File: src/rtl/stochastic_to_binary_counter_if.sv
`default_nettype none
// ============================================================================
// Module   : stochastic_to_binary_counter_if
// Purpose  : Control/data bundle between a stochastic stream source and the
//            stochastic-to-binary counter.
// Revision : 1.0
// ============================================================================
interface stochastic_to_binary_counter_if #(
  parameter int WIDTH = 10
);
  logic             start;
  logic             en;
  logic             stochastic_number;
  logic             busy;
  logic             done;
  logic [WIDTH-1:0] binary_number;

  modport master (
    output start,
    output en,
    output stochastic_number,
    input  busy,
    input  done,
    input  binary_number
  );

  modport slave (
    input  start,
    input  en,
    input  stochastic_number,
    output busy,
    output done,
    output binary_number
  );
endinterface
`default_nettype wire

File: src/rtl/stochastic_to_binary_counter.sv
`default_nettype none
// ============================================================================
// Module   : stochastic_to_binary_counter
// Purpose  : Counts high bits of a stochastic stream over 2^WIDTH enabled
//            samples and reports the (saturated) count as a binary number.
// Revision : 1.0
// ============================================================================
module stochastic_to_binary_counter #(
  parameter int WIDTH = 10
) (
  input  logic                          clk,
  input  logic                          rst,
  stochastic_to_binary_counter_if.slave bus
);

  typedef enum logic [1:0] {
    S_IDLE  = 2'd0,
    S_COUNT = 2'd1,
    S_DONE  = 2'd2
  } state_t;

  localparam logic [WIDTH:0] c_LAST_SAMPLE = {1'b0, {WIDTH{1'b1}}};

  state_t           r_state;
  logic [WIDTH:0]   r_samples;
  logic [WIDTH:0]   r_ones;
  logic             r_busy;
  logic             r_done;
  logic [WIDTH-1:0] r_result;

  logic [WIDTH:0]   w_ones_next;
  logic             w_last;
  logic [WIDTH-1:0] w_ones_sat;

  assign w_ones_next = r_ones + {{WIDTH{1'b0}}, bus.stochastic_number};
  assign w_last      = (r_samples == c_LAST_SAMPLE);
  // An all-ones window (count 2^WIDTH) is clamped into the WIDTH-bit range.
  assign w_ones_sat  = w_ones_next[WIDTH] ? {WIDTH{1'b1}} : w_ones_next[WIDTH-1:0];

  always_ff @(posedge clk) begin
    if (rst) begin
      r_state   <= S_IDLE;
      r_samples <= '0;
      r_ones    <= '0;
      r_busy    <= 1'b0;
      r_done    <= 1'b0;
      r_result  <= '0;
    end else begin
      case (r_state)
        S_IDLE, S_DONE: begin
          r_done <= 1'b0;
          if (bus.start) begin
            r_state   <= S_COUNT;
            r_busy    <= 1'b1;
            r_samples <= '0;
            r_ones    <= '0;
          end else begin
            r_state <= S_IDLE;
          end
        end
        S_COUNT: begin
          if (bus.en) begin
            r_samples <= r_samples + 1'b1;
            r_ones    <= w_ones_next;
            if (w_last) begin
              r_result <= w_ones_sat;
              r_done   <= 1'b1;
              r_busy   <= 1'b0;
              r_state  <= S_DONE;
            end
          end
        end
        default: begin
          r_state <= S_IDLE;
          r_busy  <= 1'b0;
          r_done  <= 1'b0;
        end
      endcase
    end
  end

  assign bus.busy          = r_busy;
  assign bus.done          = r_done;
  assign bus.binary_number = r_result;

endmodule
`default_nettype wire

File: src/flat_wrapper.sv
// flat-port wrapper written by rule: the top's interface ports become plain ports
module stochastic_to_binary_counter_flat 
#(
  parameter int WIDTH = 10
)
  (clk, rst, bus_start, bus_en, bus_stochastic_number, bus_busy, bus_done, bus_binary_number);
  stochastic_to_binary_counter_if #(.WIDTH(WIDTH)) bus_i ();
  input  logic clk;
  input  logic rst;
  input wire logic [$bits(bus_i.start)-1:0] bus_start;
  input wire logic [$bits(bus_i.en)-1:0] bus_en;
  input wire logic [$bits(bus_i.stochastic_number)-1:0] bus_stochastic_number;
  output wire logic [$bits(bus_i.busy)-1:0] bus_busy;
  output wire logic [$bits(bus_i.done)-1:0] bus_done;
  output wire logic [$bits(bus_i.binary_number)-1:0] bus_binary_number;
  assign bus_i.start = bus_start;
  assign bus_i.en = bus_en;
  assign bus_i.stochastic_number = bus_stochastic_number;
  assign bus_busy = bus_i.busy;
  assign bus_done = bus_i.done;
  assign bus_binary_number = bus_i.binary_number;
  stochastic_to_binary_counter #(.WIDTH(WIDTH)) u_core (.clk(clk), .rst(rst), .bus(bus_i));
endmodule
File: config.mk
export PLATFORM = sky130hd
export DESIGN_NAME = stochastic_to_binary_counter_flat
export DESIGN_NICKNAME = d
export VERILOG_FILES = /design/src/rtl/stochastic_to_binary_counter_if.sv /design/src/rtl/stochastic_to_binary_counter.sv /design/src/flat_wrapper.sv
export SDC_FILE = /design/constraint.sdc
export NUM_CORES = 1
export LEC_CHECK = 0
export CORE_UTILIZATION = 44
export DETAILED_ROUTE_END_ITERATION = 16
export PLACE_DENSITY_LB_ADDON = 0.12
export SLEW_MARGIN = 20
export SYNTH_ARGS = -nofsm -noshare
export SYNTH_HDL_FRONTEND = slang
export SYNTH_SLANG_ARGS = --single-unit
File: constraint.sdc
create_clock -name clk -period 5.2 [get_ports clk]
set_input_delay 0.78 -clock clk [delete_from_list [all_inputs] [get_ports clk]]
set_output_delay 0.78 -clock clk [all_outputs]
set_load 0.01 [all_outputs]
# Yosys cells after proc, flatten, opt, wreduce, memory -nomap -nowiden
# Index checks and enable logic that the tools add are counted.
# totals
register_bits,36
latchBits,0
ram_bits,0
rom_bits,0
input_bits,5
mem_count,0
# classes
add_sub_neg,2
multipliers,0
n_div,0
order_cmp,0
n_eq_ne,6
shifts,0
mux,14
n_bitwise,1
reduce_logical,9
# ops
op,n
11-bit one-hot mux with 2 select lines,2
11-bit two-way mux,3
11-bit by 1-bit adder with 11-bit output,1
11-bit by 1-bit adder with 11-bit output (second input constant),1
11-bit by 10-bit equality test with 1-bit output (second input constant),1
10-bit two-way mux,1
3-bit AND reduction,3
1-bit two-way mux,4
2-bit two-way mux,2
2-bit inequality test (second input constant),2
2-bit one-hot mux with 2 select lines,1
2-bit AND reduction,2
2-bit OR reduction,2
2-bit by 1-bit equality test with 1-bit output (second input constant),1
2-bit equality test (second input constant),1
2-bit logical NOT,1
2-bit by 1-bit inequality test with 1-bit output (second input constant),1
1-bit one-hot mux with 2 select lines,1
2-bit nonzero test,1
1-bit inverter,1

# Longest topological paths before layout
# Gate-level depths: netlist of the first run.
# depth
word_depth,4
depth_mapped,7
mapped_depth_nobuf,6

# Worst setup path after synthesis of the first run
# OpenSTA, ideal clock, no wires.
# synth_path
path_type,input port to flip-flop
from,in bus_stochastic_number
to,reg u_core.r_result[0] (netlist: u_core.bus.binary_number[0])
t_arrival_ns,2.241
t_required_ns,5.060
slack_ns,2.819
cell_stages,7
cell_sequence,ha_1 > ha_1 > clkbuf_1 > nand2_1 > o31a_1 > nor4_4 > a211oi_1
# synth_between
elab_chain_cells,2
# synth_lines
item,line,source
"start, declared",flat_wrapper.sv:12,input wire logic [$bits(bus_i.stochastic_number)-1:0] bus_stochastic_number;
11-bit by 1-bit adder with 11-bit output,stochastic_to_binary_counter.sv:35,"assign w_ones_next = r_ones + {{WIDTH{1'b0}}, bus.stochastic_number};"
10-bit two-way mux,stochastic_to_binary_counter.sv:38,assign w_ones_sat = w_ones_next[WIDTH] ? {WIDTH{1'b1}} : w_ones_next[WIDTH-1:0];
"end signal, assigned",stochastic_to_binary_counter.sv:66,r_result <= w_ones_sat;
"end, declared",stochastic_to_binary_counter.sv:29,logic [WIDTH-1:0] r_result;
# No other way between the ends.
# A chain may end at the register's enable or synchronous reset.

# Worst setup path after layout of the first run
# layout_path
from,in bus_stochastic_number
to,reg u_core.r_result[3] (netlist: u_core.bus.binary_number[3])
# The elaborated chain is that of the path after synthesis.

==> results of run 1 <==
[power by group]
group,internal [mW],switching [mW],total [mW]
clock,0.108,0.0970,0.205
combinational,0.00982,0.0182,0.0280
sequential,0.278,0.00209,0.280
total,0.396,0.117,0.513
[metal layers]
metal / vias to the layer above / GRT usage (%)
li1: 751 / -
met1: 707 / 21.9
met2: 32 / 34.7
met3: 7 / 3.75
met4: 0 / 10.2
met5: - / 0
[logic make-up (layout without fill, tap and decap cells)]
| logic type | after synthesis | after routing | share of synthesized area [%] |
|---|---|---|---|
| flip-flops | 36 | 36 | 42.8 |
| adder cells (fa/ha/maj) | 3 | 3 | 2.23 |
| AO/OA/AOI/OAI | 56 | 56 | 20.6 |
| buffers and inverters | 14 | 27 | 3.19 |
| XOR/XNOR | 8 | 8 | 4.16 |
| AND/OR/NAND/NOR | 82 | 82 | 27.0 |
[layout by cell type (no fill, tap or decap), types with 3 or more instances in the layout]
cell / Yosys / layout
clkdlybuf4s50_1: 0 / 16
o211ai_1: 3 / 3
o21a_1: 3 / 3
inv_1: 3 / 3
nand2_1: 12 / 12
nand3b_1: 4 / 4
ha_1: 3 / 3
nor3_1: 6 / 6
or3_1: 6 / 6
nand4_1: 3 / 3
dfxtp_1: 36 / 36
xor2_1: 6 / 6
nand3_1: 11 / 11
nor2_1: 22 / 22
a21oi_1: 19 / 19
a211oi_1: 11 / 11
clkbuf_8: 0 / 6
o21ai_0: 12 / 12
[sequential cells by signal (all words and copies together) (netlist names)]
signal	count
u_core.bus.busy	1
u_core.bus.done	1
u_core.bus.binary_number	10
u_core.r_state	2
u_core.r_samples	11
u_core.r_ones	11
[final cells by class]
cell class / count / share of cell area [%]
tap: 48 / 3.07
sequential: 36 / 36.9
multi-input combinational: 149 / 46.6
inverter: 3 / 0.577
clock buffer: 8 / 4.61
timing repair buffer: 16 / 8.20
[worst reg2reg max path, delay by kind of cell, from the launching register on]
family / cells / cell delay [ns]
AO/OA/AOI/OAI: 1 / 0.17
flip-flops: 1 / 0.44
AND/OR/NAND/NOR: 3 / 1.44
[metrics by stage]
stage	setup WS (ns)	utilization, %	cells
after floorplan	2.82	-	199
after global placement	2.25	50.9	252
after detailed placement	2.14	50.9	252
after CTS	2.43	53.3	260
after global routing	2.28	53.3	260
final	2.45	53.3	260
[how the worst max path moves through the flow]
stage,to,depth (start not counted),slack (ns)
after CTS,u_core.bus.binary_number[3],7,2.43
after detailed placement,u_core.bus.binary_number[3],7,2.14
after global routing,u_core.bus.binary_number[0],7,2.28
final,u_core.bus.binary_number[3],7,2.45
after floorplan,u_core.bus.binary_number[0],7,2.82
after global placement,u_core.bus.binary_number[9],7,2.25
==> impl_metrics.py, run 1 <==
metrics = {
    "flow_run": {
        "drv_cap": 0,
    },
    "layout": {
        "fillers": 363,
        "final_area_um2": 1950,
        "multiInputGateArea_um2": 911,
        "area_growth_pct": 15.9,
        "final_layout_size_suffix_gt1_share_pct": 6.13,
        "antenna_cells": 0,
        "seq_area_um2": 721,
        "nets": 219,
    },
    "grt": {
        "antenna_found_initial": 0,
        "grt_max_degree": 30,
        "grt_pass1_wl_um": 6180,
        "grt_pass1_vias": 1391,
        "track_usage_pct": 19.5,
        "grt_overflow": 0,
    },
    "sta": {
        "rsz0062_at_grt": "no",
        "fmax_mhz": 363,
        "max_slew.worst_pin.slew_ns": 0.996,
        "drv_slew": 0,
        "final.min_clock_period_ns": 2.75,
        "slew_headroom_pct": 33.4,
        "timing.final.crit_share_pct": 52.9,
        "setup_viol": 0,
        "tns_ns": 0,
        "hold_viol": 0,
        "finalClockSkew_ns": 0.00614,
        "hold_slack_ns": 0.455,
    },
    "synthesis": {
        "yosysMostFrequentCell": "dfxtp_1",
        "synth-async-reset-ratio_pct": 0,
        "synth_area_per_cell_um2": 8.47,
        "synth_top_cell_area_share_pct": 42.8,
        "synth-edff-count": 0,
        "synth_cell_type_count": 42,
        "yosysTopAreaCell": "dfxtp_1",
        "syn_inst": 199,
        "synth_area_um2": 1690,
        "dominantRegCellSynth": "dfxtp_1",
        "ys_top_cells_by_area": "dfxtp_1, a21oi_1, a211oi_1",
        "synth-seq-cells": 36,
        "ys_seq_area_share_pct": 42.8,
        "yosysWarnings": 0,
        "synth_fp_nets": 207,
        "synth_common_cells": "dfxtp_1, nor2_1, a21oi_1",
    },
    "detailed_routing": {
        "ant_nets": 0,
        "drc": 0,
        "vias": 1497,
        "wl_um": 3610,
        "vias_per_cell": 5.76,
        "post_drt_wl_per_cell_um": 13.9,
        "firstDrtPassIters": 4,
        "routed.top_layer": "met4",
        "drt-initial-drc-count": 83,
        "wl_met3_um": 146,
        "wl_met2_um": 1820,
        "wl_met1_um": 1580,
    },
    "worst_setup_path": {
        "crit_buf_inv": 1,
        "slowest_stage": "nor4_4",
        "reg2regPathDepth": 4,
        "cpPeakStageDelay_ns": 0.50,
        "worstPathCellList": "clkdlybuf4s50_1 > ha_1 > ha_1 > nand2_1 > o31a_1 > nor4_4 > a211oi_1",
        "cp-start-kind": "input pin",
        "worstPathArrival_ns": 2.87,
        "r2r_slack_ns": 2.99,
        "r2r-end": "u_core.bus.binary_number[3]",
        "path_class": "in2reg",
        "crit_path_frequent_cell": "ha_1",
        "cp_max_fo": 10,
        "worstSetupStartpoint": "bus_stochastic_number",
        "cp_top_family": "simple AND/OR/NAND/NOR gates",
        "end_kind": "flip-flop",
        "crit_required_ns": 5.32,
        "r2r_start": "u_core.r_samples[4]",
    },
    "power_and_ir_drop": {
        "power_density_nw_per_um2": 263,
        "leakage_nw": 0.591,
        "power.total_mw": 0.513,
        "irDropWorstVdd_uv": 123,
    },
    "outcome": {
        "status": "complete, no violations",
    },
    "floorplanning": {
        "die_y_um": 63.9,
        "start_util_pct": 46.0,
        "die_w_um": 63.9,
        "ios": 17,
        "dieArea_um2": 4080,
        "fp.coreArea_um2": 3660,
        "rows": 22,
    },
    "clock_tree": {
        "max-clock-path-buffers": 2,
        "cts.htree.levels": 2,
        "clk_pin_slew_worst_paths_ns": 0.07,
        "numClockSinks": 36,
        "cts_tree": "built",
        "hold_buffers": 0,
        "insertion_delay_ns": 0.29,
        "cts-root-buf": "clkbuf_8",
        "ctsResizeCount": 0,
        "cts_buffers": 5,
        "post_cts_buffers": 0,
    },
    "placed_design": {
        "place_area_um2": 1860,
        "portBuffers": 16,
        "gp_congestion": 0.789,
        "dpl.hpwl_um": 2600,
    },
    "min_path": {
        "min_path_cells": 2,
        "hold_path.class": "reg2reg",
        "hold_end": "u_core.r_ones[0]",
        "hp-start": "u_core.r_ones[0]",
    },
}
Note: power is estimated with default switching activity, not from simulation.
==> run 2: changes to the inputs <==
- clock period: 5.2 -> 2.6 ns (I/O delays scaled with it)
==> run 2 against run 1 <==
Net effect:
- global-route usage increased by 1.5 points
- largest cell class unchanged
- cell area up 2.1%
- final cell count is 2.3% higher
- register-to-register slack got worse by 2.6 ns
- via count increased by 3.5%
- combinational power grew 140%
- wire length rose by 6.6%
- clock power rose by 83%
- largest power group unchanged
- first-iteration DRC count is 28% lower
==> impl_metrics.py, run 2 (synthesis results as in run 1) <==
metrics = {
    "placed_design": {
        "dpl.hpwl_um": 2740,
        "portBuffers": 16,
        "gp_congestion": 0.837,
    },
    "grt": {
        "grt_max_degree": 29,
        "antenna_found_initial": 0,
        "grt_overflow": 0,
        "grt_pass1_vias": 1489,
        "grt_pass1_wl_um": 6540,
        "track_usage_pct": 21.1,
    },
    "power_and_ir_drop": {
        "leakage_nw": 0.622,
        "irDropWorstVdd_uv": 333,
        "power_density_nw_per_um2": 503,
        "clockPowerShare_pct": 37.4,
        "swShare_pct": 23.7,
        "p_int_mw": 0.765,
        "p_comb_share_pct": 6.7,
        "p_switching_mw": 0.237,
        "power_frac_seq_pct": 55.9,
        "power.total_mw": 1.00,
    },
    "layout": {
        "nets": 226,
        "layout_commonest_cell": "dfxtp_1",
        "antenna_cells": 0,
        "final_layout_size_suffix_gt1_share_pct": 9.17,
        "area_growth_pct": 18.3,
        "fillers": 338,
        "final_cell_mix": "dfxtp_1, nor2_1, a21oi_1",
    },
    "sta": {
        "rsz0062_at_grt": "no",
        "final.min_clock_period_ns": 2.19,
        "slew_headroom_pct": 63.3,
        "tns_ns": 0,
        "drv_slew": 0,
        "hold_viol": 0,
        "setup_viol": 0,
        "fmax_mhz": 456,
        "max_slew.worst_pin.slew_ns": 0.546,
        "finalClockSkew_ns": 0.0105,
        "timing.final.crit_share_pct": 84.3,
    },
    "clock_tree": {
        "ctsResizeCount": 0,
        "cts_tree": "built",
        "insertion_delay_ns": 0.29,
        "post_cts_buffers": 0,
        "max-clock-path-buffers": 2,
        "hold_buffers": 0,
        "clk_pin_slew_worst_paths_ns": 0.08,
        "cts_buffers": 5,
        "numClockSinks": 36,
        "cts-root-buf": "clkbuf_8",
        "cts.htree.levels": 2,
    },
    "floorplanning": {
        "die_y_um": 63.9,
        "dieArea_um2": 4080,
        "fp.coreArea_um2": 3660,
        "rows": 22,
        "start_util_pct": 46.0,
        "ios": 17,
        "die_w_um": 63.9,
    },
    "min_path": {
        "hold_path.class": "reg2reg",
        "hp-start": "u_core.r_ones[0]",
    },
    "worst_setup_path": {
        "cp-start-kind": "flip-flop",
        "end_kind": "flip-flop",
        "path_class": "reg2reg",
        "worstSetupStartpoint": "u_core.r_samples[4]",
        "cp_max_fo": 10,
        "crit_required_ns": 2.75,
        "r2r_start": "u_core.r_samples[4]",
        "worstPathArrival_ns": 2.34,
    },
    "detailed_routing": {
        "wl_um": 3850,
        "firstDrtPassIters": 4,
        "vias_per_cell": 5.83,
        "post_drt_wl_per_cell_um": 14.5,
        "drc": 0,
        "ant_nets": 0,
        "drt-initial-drc-count": 60,
        "vias": 1550,
    },
    "flow_run": {
        "drv_cap": 0,
    },
    "outcome": {
        "status": "complete, no violations",
    },
}
==> run 2: critical path, stage by stage (launching register included) <==
cell and delay [ns]:
dfxtp_1 0.44, nand4_2 0.20, or4_1 0.67, nor4_4 0.57
a211oi_1 0.16
==> run 2: layer usage <==
layer / vias up / track usage [%] / wire [µm]
met4: 0 / 12.8 / 118
li1: 761 / - / -
met1: 733 / 23.9 / 1700
met3: 12 / 4.82 / 146
met5: - / 0 / 0
met2: 44 / 35.6 / 1890
==> run 2: through the flow <==
| step | utilization [%] | setup WS [ns] | std cells | hold slack, ns | area (µm²) |
|---|---|---|---|---|---|
| final | 54.4 | 0.407 | 266 | 0.463 | 1990 |
| after global routing | 54.4 | 0.229 | 266 | 0.491 | 1990 |
| after CTS | 54.4 | 0.400 | 266 | 0.467 | 1990 |
| after detailed placement | 52.3 | 0.158 | 259 | 0.454 | 1920 |
| after global placement | 52.3 | 0.240 | 259 | 0.447 | 1920 |
| after floorplan | - | 0.609 | 199 | 0.436 | 1690 |
==> run 2: layout make-up <==
class                      instances  area, µm²  share of cell area, %
tap                               48       60.1                   3.01
clock inverter                     1       5.00                  0.251
timing repair buffer              23        213                   10.7
sequential                        36        721                   36.2
clock buffer                       6       72.6                   3.64
multi-input combinational        149        911                   45.7
inverter                           3       11.3                  0.565
==> run 2: power by group through the flow <==
stage | Sequential [mW] | Combinational (mW) | Clock [mW]
after floorplan | 0.572 | 0.0378 | 0
after global placement | 0.572 | 0.0651 | 0
after detailed placement | 0.573 | 0.0664 | 0
after CTS | 0.560 | 0.0667 | 0.385
after global routing | 0.560 | 0.0738 | 0.408
final | 0.560 | 0.0669 | 0.375
==> run 2: worst paths after layout <==
check                                      to  slack [ns]  cells after the start
setup / recovery  u_core.bus.binary_number[9]        0.41                      4
setup reg to reg  u_core.bus.binary_number[9]        0.41                      4
hold reg to reg              u_core.r_ones[0]        0.46                      2
hold / removal               u_core.r_ones[0]        0.46                      2
==> run 3: changes to the inputs <==
- clock period: 2.6 -> 2.1 ns (I/O delays scaled with it)
==> run 3 against run 2 <==
Net effect:
- critical path depth grew 1
- worst hold slack lost 0.0076 ns
- wire length shrank 1.5%
- global-route usage shrank 0.13 points
- combinational power grew 15%
- via count shrank 1.5%
- worst setup slack lost 0.23 ns
- critical endpoint is now u_core.bus.binary_number[8]
- highest routed layer unchanged
==> impl_metrics.py, run 3 (synthesis results as in run 1) <==
metrics = {
    "sta": {
        "rsz0062_at_grt": "no",
        "setup_viol": 0,
        "hold_viol": 0,
        "hold_slack_ns": 0.456,
        "final.min_clock_period_ns": 1.92,
        "tns_ns": 0,
        "finalClockSkew_ns": 0.00663,
        "timing.final.crit_share_pct": 91.6,
        "fmax_mhz": 520,
        "slew_headroom_pct": 47.7,
        "max_slew.worst_pin.slew_ns": 0.781,
        "drv_slew": 0,
    },
    "placed_design": {
        "portBuffers": 16,
        "gp_congestion": 0.816,
        "place_area_um2": 1940,
        "dpl.hpwl_um": 2650,
        "dp.cells": 262,
    },
    "worst_setup_path": {
        "r2r_slack_ns": 0.18,
        "r2r-end": "u_core.bus.binary_number[8]",
        "cp_max_fo": 10,
        "cp-start-kind": "flip-flop",
        "reg2regPathDepth": 5,
        "worstPathArrival_ns": 2.10,
        "r2r_start": "u_core.r_samples[4]",
        "end_kind": "flip-flop",
        "path_class": "reg2reg",
        "crit_required_ns": 2.28,
    },
    "floorplanning": {
        "die_w_um": 63.9,
        "start_util_pct": 46.0,
        "fp.coreArea_um2": 3660,
        "dieArea_um2": 4080,
        "die_y_um": 63.9,
        "rows": 22,
        "ios": 17,
    },
    "layout": {
        "final_layout_size_suffix_gt1_share_pct": 10.9,
        "final_area_um2": 2030,
        "final_cell_mix": "dfxtp_1, nor2_1, a21oi_1",
        "area_growth_pct": 20.7,
        "layout_commonest_cell": "dfxtp_1",
        "post-route-util_pct": 55.6,
        "final_cell_count_no_fill": 269,
        "nets": 229,
        "fillers": 345,
        "antenna_cells": 0,
    },
    "detailed_routing": {
        "firstDrtPassIters": 4,
        "drt-initial-drc-count": 93,
        "ant_nets": 0,
        "vias_per_cell": 5.67,
        "wl_um": 3790,
        "post_drt_wl_per_cell_um": 14.1,
        "drc": 0,
        "vias": 1526,
    },
    "clock_tree": {
        "post_cts_buffers": 0,
        "cts-root-buf": "clkbuf_8",
        "clk_pin_slew_worst_paths_ns": 0.07,
        "numClockSinks": 36,
        "hold_buffers": 0,
        "insertion_delay_ns": 0.30,
        "ctsResizeCount": 0,
        "max-clock-path-buffers": 2,
        "cts_tree": "built",
        "cts.htree.levels": 2,
        "cts_buffers": 5,
    },
    "grt": {
        "antenna_found_initial": 0,
        "grt_overflow": 0,
        "grt_pass1_vias": 1497,
        "track_usage_pct": 20.9,
        "grt_pass1_wl_um": 6440,
        "grt_max_degree": 29,
    },
    "power_and_ir_drop": {
        "leakage_nw": 0.646,
        "power_density_nw_per_um2": 643,
        "irDropWorstVdd_uv": 458,
    },
    "flow_run": {
        "drv_cap": 0,
    },
    "min_path": {
        "hold_end": "u_core.bus.done",
        "hp-start": "u_core.bus.done",
        "min_path_cells": 2,
        "hold_path.class": "reg2reg",
    },
    "outcome": {
        "status": "complete, no violations",
    },
}
[run 3: cell count changes in the layout (fill, tap and decap cells not counted), sizes merged]
| cell | change |
|---|---|
| buf | +3 |
| clkbuf | +1 |
| clkinv | -1 |
[run 3: worst max-delay path by stage]
stage / start / to / slack [ns]
floorplan: u_core.r_ones[0] / u_core.bus.binary_number[0] / 0.18
global placement: bus_stochastic_number / u_core.bus.binary_number[9] / -0.007
detailed placement: bus_stochastic_number / u_core.bus.binary_number[8] / -0.08
CTS: u_core.r_samples[4] / u_core.bus.binary_number[8] / 0.18
global route: bus_stochastic_number / u_core.bus.binary_number[0] / 0.02
finish: u_core.r_samples[4] / u_core.bus.binary_number[8] / 0.18
[run 3: power breakdown]
part           total, mW  switching (mW)  leakage [nW]  internal, mW
sequential         0.694         0.00574         0.291         0.688
combinational     0.0769          0.0471         0.305        0.0298
clock              0.537           0.245        0.0503         0.292
[run 3: layout make-up]
type	count	area [µm²]	area share [%]
Tap cell	48	60.1	2.95
Multi-Input combinational cell	149	911	44.8
Inverter	3	11.3	0.554
Timing Repair Buffer	26	235	11.6
Sequential cell	36	721	35.4
Clock buffer	7	96.3	4.74
[run 3: critical path, stage by stage (launching register included)]
cell and delay [ns]:
dfxtp_1 0.45, nand4_2 0.18, or4_1 0.62, nor4_4 0.27, buf_4 0.20, a211oi_1 0.09
[run 3: per-layer routing]
metal	vias to the layer above	part of all wire, %	global-route usage (%)
met2	32	49	36.0
met3	8	4.4	5.00
li1	767	-	-
met4	0	2.5	13.4
met5	-	0	0
met1	719	44	22.8
[run 3: per-stage QoR]
| stage | setup WS [ns] | total power [mW] |
|---|---|---|
| 3_5_place_dp | -0.0776 | 0.786 |
| 4_1_cts | 0.175 | 1.32 |
| 3_3_place_gp | -0.00661 | 0.783 |
| 6_report | 0.176 | 1.31 |
| 5_1_grt | 0.0181 | 1.35 |
| 2_1_floorplan | 0.184 | 0.755 |
